$ cat config.mk
export PLATFORM = sky130hd
export DESIGN_NAME = iter_div
export DESIGN_NICKNAME = d
export VERILOG_FILES = /design/src/rtl/div_pkg.sv /design/src/rtl/iter_div.sv
export SDC_FILE = /design/constraint.sdc
export NUM_CORES = 1
export LEC_CHECK = 0
export CAP_MARGIN = 20
export CORE_MARGIN = 2
export CORE_UTILIZATION = 35
export CTS_BUF_LIST = sky130_fd_sc_hd__clkbuf_8
export CTS_CLUSTER_SIZE = 12
export DETAILED_ROUTE_END_ITERATION = 6
export MAX_ROUTING_LAYER = met4
export PLACE_DENSITY = 0.57
export SLEW_MARGIN = 20
export SYNTH_ARGS = -nofsm -noshare
export SYNTH_HDL_FRONTEND = slang
export SYNTH_SLANG_ARGS = --single-unit
$ cat constraint.sdc
create_clock -name clk -period 5.83 [get_ports clk]
set_input_delay 1.749 -clock clk [delete_from_list [all_inputs] [get_ports clk]]
set_output_delay 1.749 -clock clk [all_outputs]
set_load 0.005 [all_outputs]
$ cat src/rtl/div_pkg.sv
`default_nettype none
// +--------------------------------------------------------------------+
// | div_pkg : shared state encoding and default width for iter_div      |
// | Revision: 1.0                                                       |
// +--------------------------------------------------------------------+
package div_pkg;

  localparam int DIV_DW = 32;

  typedef enum logic [1:0] {
    ST_IDLE = 2'd0,
    ST_BUSY = 2'd1,
    ST_DONE = 2'd2
  } div_state_t;

endpackage
`default_nettype wire

$ cat src/rtl/iter_div.sv
`default_nettype none
// +--------------------------------------------------------------------+
// | iter_div : restoring radix-2 signed/unsigned divider, AXI-S ports   |
// | Revision: 1.0                                                       |
// +--------------------------------------------------------------------+
module iter_div
  import div_pkg::*;
#(
  parameter int DW = DIV_DW
) (
  input  logic            clk,
  input  logic            reset,
  input  logic            div_signed,
  input  logic [DW-1:0]   s_axis_dividend_tdata,
  input  logic            s_axis_dividend_tvalid,
  output logic            s_axis_dividend_tready,
  input  logic [DW-1:0]   s_axis_divisor_tdata,
  input  logic            s_axis_divisor_tvalid,
  output logic            s_axis_divisor_tready,
  output logic [2*DW-1:0] m_axis_dout_tdata,
  output logic            m_axis_dout_tvalid,
  input  logic            m_axis_dout_tready
);

  localparam logic [DW-1:0] C_LAST = DW'(DW);

  div_state_t      state_q, state_d;
  logic [DW-1:0]   cnt_q;
  logic [DW-1:0]   rem_q;
  logic [DW-1:0]   quo_q;
  logic [DW-1:0]   dvs_q;
  logic            neg_quo_q;
  logic            neg_rem_q;
  logic [2*DW-1:0] res_q;

  logic            w_accept;
  logic            w_last;
  logic            w_dvd_neg;
  logic            w_dvs_neg;
  logic            w_dvs_zero;
  logic [DW-1:0]   w_dvd_mag;
  logic [DW-1:0]   w_dvs_mag;
  logic [DW:0]     w_trial;
  logic [DW:0]     w_diff;
  logic            w_qbit;

  assign w_accept   = (state_q == ST_IDLE) && s_axis_dividend_tvalid && s_axis_divisor_tvalid;
  assign w_last     = (cnt_q == C_LAST);

  // A zero divisor keeps the raw dividend and no sign fix-up, so the plain
  // restoring loop naturally yields all-ones quotient and remainder = dividend.
  assign w_dvs_zero = (s_axis_divisor_tdata == '0);
  assign w_dvd_neg  = div_signed && s_axis_dividend_tdata[DW-1] && !w_dvs_zero;
  assign w_dvs_neg  = div_signed && s_axis_divisor_tdata[DW-1];
  assign w_dvd_mag  = w_dvd_neg ? -s_axis_dividend_tdata : s_axis_dividend_tdata;
  assign w_dvs_mag  = w_dvs_neg ? -s_axis_divisor_tdata : s_axis_divisor_tdata;

  // Bit DW of the difference is the borrow: set means the trial subtract fails.
  assign w_trial    = {rem_q, quo_q[DW-1]};
  assign w_diff     = w_trial - {1'b0, dvs_q};
  assign w_qbit     = ~w_diff[DW];

  always_comb begin
    state_d = state_q;
    case (state_q)
      ST_IDLE: if (w_accept) state_d = ST_BUSY;
      ST_BUSY: if (w_last) state_d = ST_DONE;
      ST_DONE: if (m_axis_dout_tready) state_d = ST_IDLE;
      default: state_d = ST_IDLE;
    endcase
  end

  always_ff @(posedge clk) begin
    if (reset) begin
      state_q <= ST_IDLE;
    end else begin
      state_q <= state_d;
    end
  end

  always_ff @(posedge clk) begin
    if (reset) begin
      cnt_q <= '0;
    end else if (w_accept) begin
      cnt_q     <= '0;
      rem_q     <= '0;
      quo_q     <= w_dvd_mag;
      dvs_q     <= w_dvs_mag;
      neg_quo_q <= (w_dvd_neg ^ w_dvs_neg) && !w_dvs_zero;
      neg_rem_q <= w_dvd_neg;
    end else if (state_q == ST_BUSY) begin
      if (w_last) begin
        res_q <= {(neg_quo_q ? -quo_q : quo_q), (neg_rem_q ? -rem_q : rem_q)};
      end else begin
        rem_q <= w_qbit ? w_diff[DW-1:0] : w_trial[DW-1:0];
        quo_q <= {quo_q[DW-2:0], w_qbit};
        cnt_q <= cnt_q + DW'(1);
      end
    end
  end

  assign s_axis_dividend_tready = (state_q == ST_IDLE);
  assign s_axis_divisor_tready  = (state_q == ST_IDLE);
  assign m_axis_dout_tvalid     = (state_q == ST_DONE);
  assign m_axis_dout_tdata      = res_q;

endmodule
`default_nettype wire

* Word-level counts from Yosys, hierarchy flattened
Index checks and enable logic that the tools add are counted.
Storage, ports and cells: register bits after elaboration 196, input port bits 70, output and inout bits 67, logic and storage cells 56
Operators by class: $add $sub $neg 6, equal/unequal tests 7, multiplexer cells 14, bitwise operators 5, reductions and logical operators 16
Operator list (count):
- 32-bit 2-to-1 mux | 10
- 32-bit negator | 4
- 33-bit by 32-bit subtractor with 33-bit output | 1
- 32-bit by 1-bit adder with 32-bit output (second input constant) | 1
- 32-bit by 6-bit equality test with 1-bit output (second input constant) | 1
- 32-bit logical NOT | 1
- 1-bit logical AND | 6
- 2-bit 2-to-1 mux | 3
- 2-bit one-hot mux with 3 select lines | 1
- 3-bit AND reduction | 2
- 2-bit by 1-bit != test with 1-bit output (second input constant) | 2
- 2-bit != test (second input constant) | 2
- 1-bit NOT | 4
- 2-bit AND reduction | 2
- 4-bit AND reduction | 1
- 2-bit by 1-bit equality test with 1-bit output (second input constant) | 1
- 2-bit equality test (second input constant) | 1
- 2-bit logical NOT | 1
- 2-bit nonzero test | 1
- 2-bit OR reduction | 1
- 1-bit logical NOT | 1
- 1-bit XOR | 1

* Longest topological paths before layout
Gate-level depths: netlist of the first run.
word-level depth 5, depth in mapped cells 14

* Least setup slack after synthesis of the first run
No wires, ideal clock.
path kind input to register, from in s_axis_divisor_tvalid, to reg quo_q[0], enable pin, setup time 0.486 ns, arrival 4.920 ns, data required time 5.344 ns, setup slack 0.424 ns, stages on the path 4, path buffers 1, cell sequence and3_1 > clkbuf_1 > nor2_1 > nor2_1
On the way: word-level cells in the longest chain between the ends 3, elaborated cells between the ends (all ways) 4
RTL lines:
- start, declared | line iter_div.sv:18 | input logic s_axis_divisor_tvalid,
- 1-bit logical AND (*) | line iter_div.sv:47 | assign w_accept = (state_q == ST_IDLE) && s_axis_dividend_tvalid && s_axis_divisor_tvalid;
- 2-bit != test (no line) / 2-bit nonzero test (equally long branches)
- 3-bit AND reduction (no line) (*)
- end signal, assigned | line iter_div.sv:87 | quo_q <= w_dvd_mag;
- end signal, assigned | line iter_div.sv:96 | quo_q <= {quo_q[DW-2:0], w_qbit};
- end, declared | line iter_div.sv:30 | logic [DW-1:0] quo_q;
Every way passes the cells marked *; elsewhere a longest branch is shown, timed or not. A chain may end at the register's enable or synchronous reset.

* Worst setup path in the final report of the first run
from in s_axis_divisor_tdata[20], to reg quo_q[7] (data pin)
On the way: word-level cells in the longest chain between the ends 5
RTL lines:
- start, declared | line iter_div.sv:17 | input logic [DW-1:0] s_axis_divisor_tdata,
- 32-bit logical NOT | line iter_div.sv:52 | assign w_dvs_zero = (s_axis_divisor_tdata == '0);
- 1-bit logical NOT | line iter_div.sv:53 | assign w_dvd_neg = div_signed && s_axis_dividend_tdata[DW-1] && !w_dvs_zero;
- 1-bit logical AND | line iter_div.sv:53
- 32-bit 2-to-1 mux | line iter_div.sv:55 | assign w_dvd_mag = w_dvd_neg ? -s_axis_dividend_tdata : s_axis_dividend_tdata;
- 32-bit 2-to-1 mux | line iter_div.sv:84 | end else if (w_accept) begin
Every way passes these cells.

==> run_results.csv, run 1 <==
group,metric,value,unit
run_status,status,"completed",
die,pin_count,137,
die,start_util,35.5,%
final_layout,finalNetCount,1396,
final_layout,areaGrowthSynthToFinish,20.1,%
sta,finalSetupViolCount,0,
die,dieArea,34500,µm²
sta,hold_viol_final,0,
routing,wl_met2,13200,µm
routing,highest_layer,"met4",
die,rows,66,
min_path,hold_path_class,"reg2reg",
routing,routed_wl,28400,µm
sta,worst_slack,1.37,ns
cts,cts_hold_buf,0,
routing,routed_via_density,5.05,
sta,rsz0062_at_grt,"false",
logic_synthesis,synth.distinct_cells,55,
logic_synthesis,syn-cell-area,11600,µm²
final_layout,final-seq-area,5550,µm²
cts,cts_htree_levels,4,
placed_design,hpwlAfterDp,21100,µm
logic_synthesis,synth_commonest_cells,"edfxtp_1, nand2_1, o21ai_0",
logic_synthesis,ys_ff_latch,196,
global_routing,grt_pass1_wl,44700,µm
placed_design,pre_cts_ws,0.835,ns
setup_path,start_kind,"input pin",
sta,max-slew-margin-rel,37.1,%
setup_path,end_kind,"flip-flop",
global_routing,gr-total-overflow,0,
routing,dr.pass1.iters,5,
sta,period_minus_slack,4.46,ns
global_routing,first_global_vias,8347,
setup_path,rrSetupSlack,1.92,ns
sta,skew,0.0210,ns
final_layout,drive_above_1_share,4.62,%
setup_path,crit_fanout,32,
routing,drt-met1-wl,13200,µm
logic_synthesis,yosys-top-cells-area,"edfxtp_1, xnor2_1, dfxtp_1",
logic_synthesis,synth_top_area_share,42.1,%
cts,cts_tree,"yes",
global_routing,grt_util_all_layers,17.3,%
routing,route.met3.wl,1280,µm
cts,clkTransAtPathRegs,0.10,ns
sta,slew_violations,0,
logic_synthesis,synth_warnings,0,
logic_synthesis,yosysMostFrequentCell,"edfxtp_1",
global_routing,grt_max_degree,74,
logic_synthesis,synth_nets,1266,
routing,drc,0,
cts,postCtsResizedCells,0,
setup_path,crit_required,6.05,ns
placed_design,port-buffer-count,136,
setup_path,criticalPathCategory,"in2reg",
power_and_ir_drop,irDropWorstVdd,0.118,mV
logic_synthesis,syn_avg_cell_area,9.99,µm²
routing,drt_iter0_markers,512,
routing,num_vias,8828,
cts,clock-root-buffer,"clkbuf_8",
sta,setup-tns-final,0,ns
cts,postCtsSetupBuffers,0,
cts,clockBufferDepth,2,
cts,cts.sinks,196,
power_and_ir_drop,powerDensity,224,nW/µm²
logic_synthesis,ys_async_sr_fraction,0,%
routing,ant_nets,0,
logic_synthesis,ys_seq_area_share,48.0,%
logic_synthesis,synthFlopType,"edfxtp_1",
sta,fmax,0.224,GHz
routing,routedWlPerCell,16.3,µm
final_layout,nFillCells,3201,
cts,clock_latency,0.50,ns
die,fp.dieW,186,µm
placed_design,place.gp.congestion,0.838,
setup_path,cp.arrival,4.68,ns
die,fp.dieH,186,µm
global_routing,grt_antenna_before_repair,4,
power_and_ir_drop,p_leak,4.93,nW
cts,cts_buffers,17,
logic_synthesis,yosys.area.top_type,"edfxtp_1",
sta,tightest_slew,0.944,ns
logic_synthesis,synth_edf_count,162,
job,max_cap_viol_count,0,
die,core-area,32500,µm²
final_layout,multi_input_area,5700,µm²
sta,finalCritPeriodShare,76.5,%
logic_synthesis,synthCells,1157,
[power by group]
part,internal (mW),switching (mW)
registers,1.59,0.0547
clock network,0.339,0.559
logic,0.249,0.314
[worst paths after layout]
check	from	end	cells after the start
max	s_axis_divisor_tdata[20]	quo_q[7]	8
min	cnt_q[14]	cnt_q[14]	2
max reg2reg	quo_q[31]	rem_q[14]	13
min reg2reg	cnt_q[14]	cnt_q[14]	2
[flip-flops by register name, indices dropped and copies added, names as in the netlist]
name	cells
quo_q	32
neg_quo_q	1
dvs_q	32
cnt_q	32
m_axis_dout_tdata	64
state_q	2
rem_q	32
neg_rem_q	1
[cells by family after synthesis]
logic type                 synth area share [%]
AOI/OAI and AO/OA                          13.7
xor gates and xnor gates                   13.0
adders and majority gates                  4.29
buffers and inverters                      2.96
DFF                                        48.0
muxes                                      1.47
and+or+nand+nor                            16.6
[critical path, cell delays in order]
cell             delay, ns
clkdlybuf4s50_1       0.48
or4_1                 0.59
nor3_1                0.36
nand4_1               0.29
o211a_1               0.67
and2_1                0.32
xnor2_1               0.13
o21ai_0               0.08
[per-stage QoR]
step | cells | instance area, µm² | util (%) | hold WS [ns] | power (mW)
2_1_floorplan | 1157 | 11600 | - | 0.479 | 2.05
3_3_place_gp | 1707 | 13400 | 41.2 | 0.502 | 2.23
3_5_place_dp | 1707 | 13400 | 41.2 | 0.508 | 2.24
4_1_cts | 1739 | 13800 | 42.5 | 0.534 | 3.14
5_1_grt | 1746 | 13900 | 42.7 | 0.570 | 3.27
6_report | 1747 | 13900 | 42.7 | 0.534 | 3.11
[placed cells by master, fill, tap and decap left out, drive strengths merged, types with 21 or more instances in the layout]
| cell type | count |
|---|---|
| xnor2 | 100 |
| ha | 38 |
| nand3 | 37 |
| nand2 | 115 |
| edfxtp | 162 |
| o31ai | 30 |
| or4 | 22 |
| o21ai | 103 |
| or3 | 21 |
| inv | 65 |
| nor2 | 94 |
| xor2 | 72 |
| clkdlybuf4s50 | 136 |
| dfxtp | 34 |
| a21oi | 53 |
[layout make-up]
type                    instances  share of cell area (%)
inverters                      54                    1.46
repair buffers                147                    10.7
clock buffers                  17                    1.69
flip-flops and latches        196                    39.9
multi-input cells             871                    41.0
clock inverters                15                    1.14
diodes                          5                  0.0901
well taps                     442                    3.98
[layer usage]
metal	global-route usage (%)	vias to the layer above
li1	-	4472
met1	22.8	4128
met2	26.9	190
met3	3.13	38
met4	5.95	0
met5	-	-
No activity file was read; power rests on OpenSTA's default activity.
==> run 2, diff against run 1 <==
PLACE_DENSITY = 0.59   (was 0.57)
clock period = 4 ns   (was 5.83 ns; I/O delays follow)
==> run 2 against run 1 <==
  * Core utilization increased by 0.91 points
  * Worst hold slack got worse by 0.0041 ns
  * Critical path type is now reg2reg
  * Via count grew 2.4%
  * Cell count is 1.3% higher
  * Critical path depth up 1
  * Non-clock buffer count increased by 28
  * Largest cell class unchanged
  * Worst setup slack worse by 1.1 ns
  * Combinational power up 51%
  * Clock skew increased by 0.0015 ns
  * Count of clock-buffer cells in the layout grew 1
==> run_results.csv, run 2 (same netlist as run 1, synthesis figures left out) <==
group,metric,value,unit
routing,num_vias,9036,
die,start_util,35.5,%
final_layout,areaGrowthSynthToFinish,22.7,%
setup_path,criticalPathCategory,"reg2reg",
routing,drc,0,
die,dieArea,34500,µm²
routing,drt_iter0_markers,463,
placed_design,hpwlAfterDp,21300,µm
die,fp.dieH,186,µm
setup_path,end_kind,"flip-flop",
sta,hold_viol_final,0,
routing,dr.pass1.iters,5,
cts,clock-root-buffer,"clkbuf_8",
final_layout,final_common_cell,"edfxtp_1",
power_and_ir_drop,powerDensity,337,nW/µm²
die,pin_count,137,
global_routing,grt_pass1_wl,45300,µm
setup_path,crit_required,4.20,ns
min_path,hp-start,"cnt_q[14]",
final_layout,num_antenna_cells,0,
setup_path,cp.arrival,3.88,ns
sta,skew,0.0225,ns
setup_path,crit_family,"simple AND/OR/NAND/NOR gates",
final_layout,drive_above_1_share,6.63,%
die,rows,66,
job,max_cap_viol_count,0,
global_routing,grt_max_degree,65,
routing,ant_nets,0,
cts,cts_buffers,17,
min_path,hold_path_class,"reg2reg",
setup_path,critPathSlowestCell,"or4_1",
sta,max-slew-margin-rel,48.8,%
die,fp.dieW,186,µm
final_layout,nFillCells,3172,
sta,tightest_slew,0.769,ns
cts,postCtsSetupBuffers,0,
sta,fmax,0.272,GHz
final_layout,final_cell_mix,"edfxtp_1, clkdlybuf4s50_1, nand2_1, o21ai_0, xnor2_1",
die,core-area,32500,µm²
sta,finalSetupViolCount,0,
power_and_ir_drop,irDropWorstVdd,0.190,mV
cts,cts.sinks,196,
placed_design,port-buffer-count,136,
sta,setup-tns-final,0,ns
sta,slew_violations,0,
global_routing,grt_antenna_before_repair,0,
final_layout,finalNetCount,1424,
setup_path,path_cells,"or3_4 > nor3_2 > nand3_1 > or4_1 > or3_1 > or3_1 > or3_1 > o31ai_1 > xnor2_1",
global_routing,grt_util_all_layers,17.4,%
sta,period_minus_slack,3.68,ns
setup_path,path_buf_inv,0,
setup_path,r2r-start,"quo_q[4]",
cts,clkTransAtPathRegs,0.11,ns
cts,cts_hold_buf,0,
routing,routed_wl,28600,µm
routing,routedWlPerCell,16.1,µm
setup_path,crit_fanout,5,
placed_design,place.gp.congestion,0.859,
cts,cts_htree_levels,4,
global_routing,first_global_vias,8625,
global_routing,gr-total-overflow,0,
cts,clock_latency,0.49,ns
setup_path,start_kind,"flip-flop",
setup_path,crit_start,"quo_q[4]",
cts,postCtsResizedCells,0,
setup_path,max_stage_delay,0.48,ns
setup_path,path_common_cell,"or3_1",
sta,rsz0062_at_grt,"false",
sta,finalCritPeriodShare,92.0,%
power_and_ir_drop,p_leak,5.11,nW
power_and_ir_drop,power,4.78,mW
cts,cts_tree,"yes",
run_status,status,"completed",
routing,routed_via_density,5.11,
cts,clockBufferDepth,2,
final_layout,largest_reg_flops,64,
==> run 2: changes by cell type in the layout (fill, tap and decap cells not counted), sizes merged <==
cell      change
clkbuf        +1
bufinv        +4
clkinvlp      +1
diode         -5
buf          +28
inv           -6
==> run 2: layout make-up <==
cell class	count	area [µm²]	area share, %
sequential	196	5550	39.1
timing repair buffer	175	1710	12.0
inverter	54	203	1.43
clock inverter	14	224	1.58
tap	442	553	3.90
multi-input combinational	871	5700	40.2
clock buffer	18	248	1.75
==> run 2: power by group <==
part	leakage, nW	internal (mW)	switching, mW
Sequential	1.76	2.32	0.0748
Combinational	3.11	0.386	0.469
Clock	0.239	0.772	0.764
==> run 2: metal layers <==
| metal | vias to the layer above | global-route usage, % | routed length, µm |
|---|---|---|---|
| met3 | 20 | 2.97 | 1180 |
| met4 | 0 | 4.41 | 351 |
| met2 | 207 | 28.5 | 13800 |
| li1 | 4521 | - | - |
| met1 | 4288 | 22.4 | 13200 |
| met5 | - | - | 0 |
==> run 2: worst min-delay path, cell delays in order (launching register included) <==
cell	delay, ns
dfxtp_1	0.35
o21ai_0	0.08
a21oi_1	0.06
==> run 2: through the flow <==
step           worst slack (ns)  instance area (µm²)  hold WS (ns)  std cells  utilization, %
3_3_place_gp              0.122                13700         0.502       1736            42.0
4_1_cts                   0.294                14100         0.530       1768            43.5
2_1_floorplan             0.209                11600         0.479       1157               -
3_5_place_dp             0.0594                13700         0.513       1736            42.0
6_report                  0.320                14200         0.530       1770            43.6
5_1_grt                  0.0925                14200         0.558       1770            43.6
==> run 2: final timing paths <==
check                                        endpoint  slack [ns]  cells past startpoint
worst min register to register              cnt_q[14]        0.53                      2
worst max-delay path            m_axis_dout_tdata[63]        0.32                      9
worst min-delay path                        cnt_q[14]        0.53                      2
worst max register to register  m_axis_dout_tdata[63]        0.32                      9
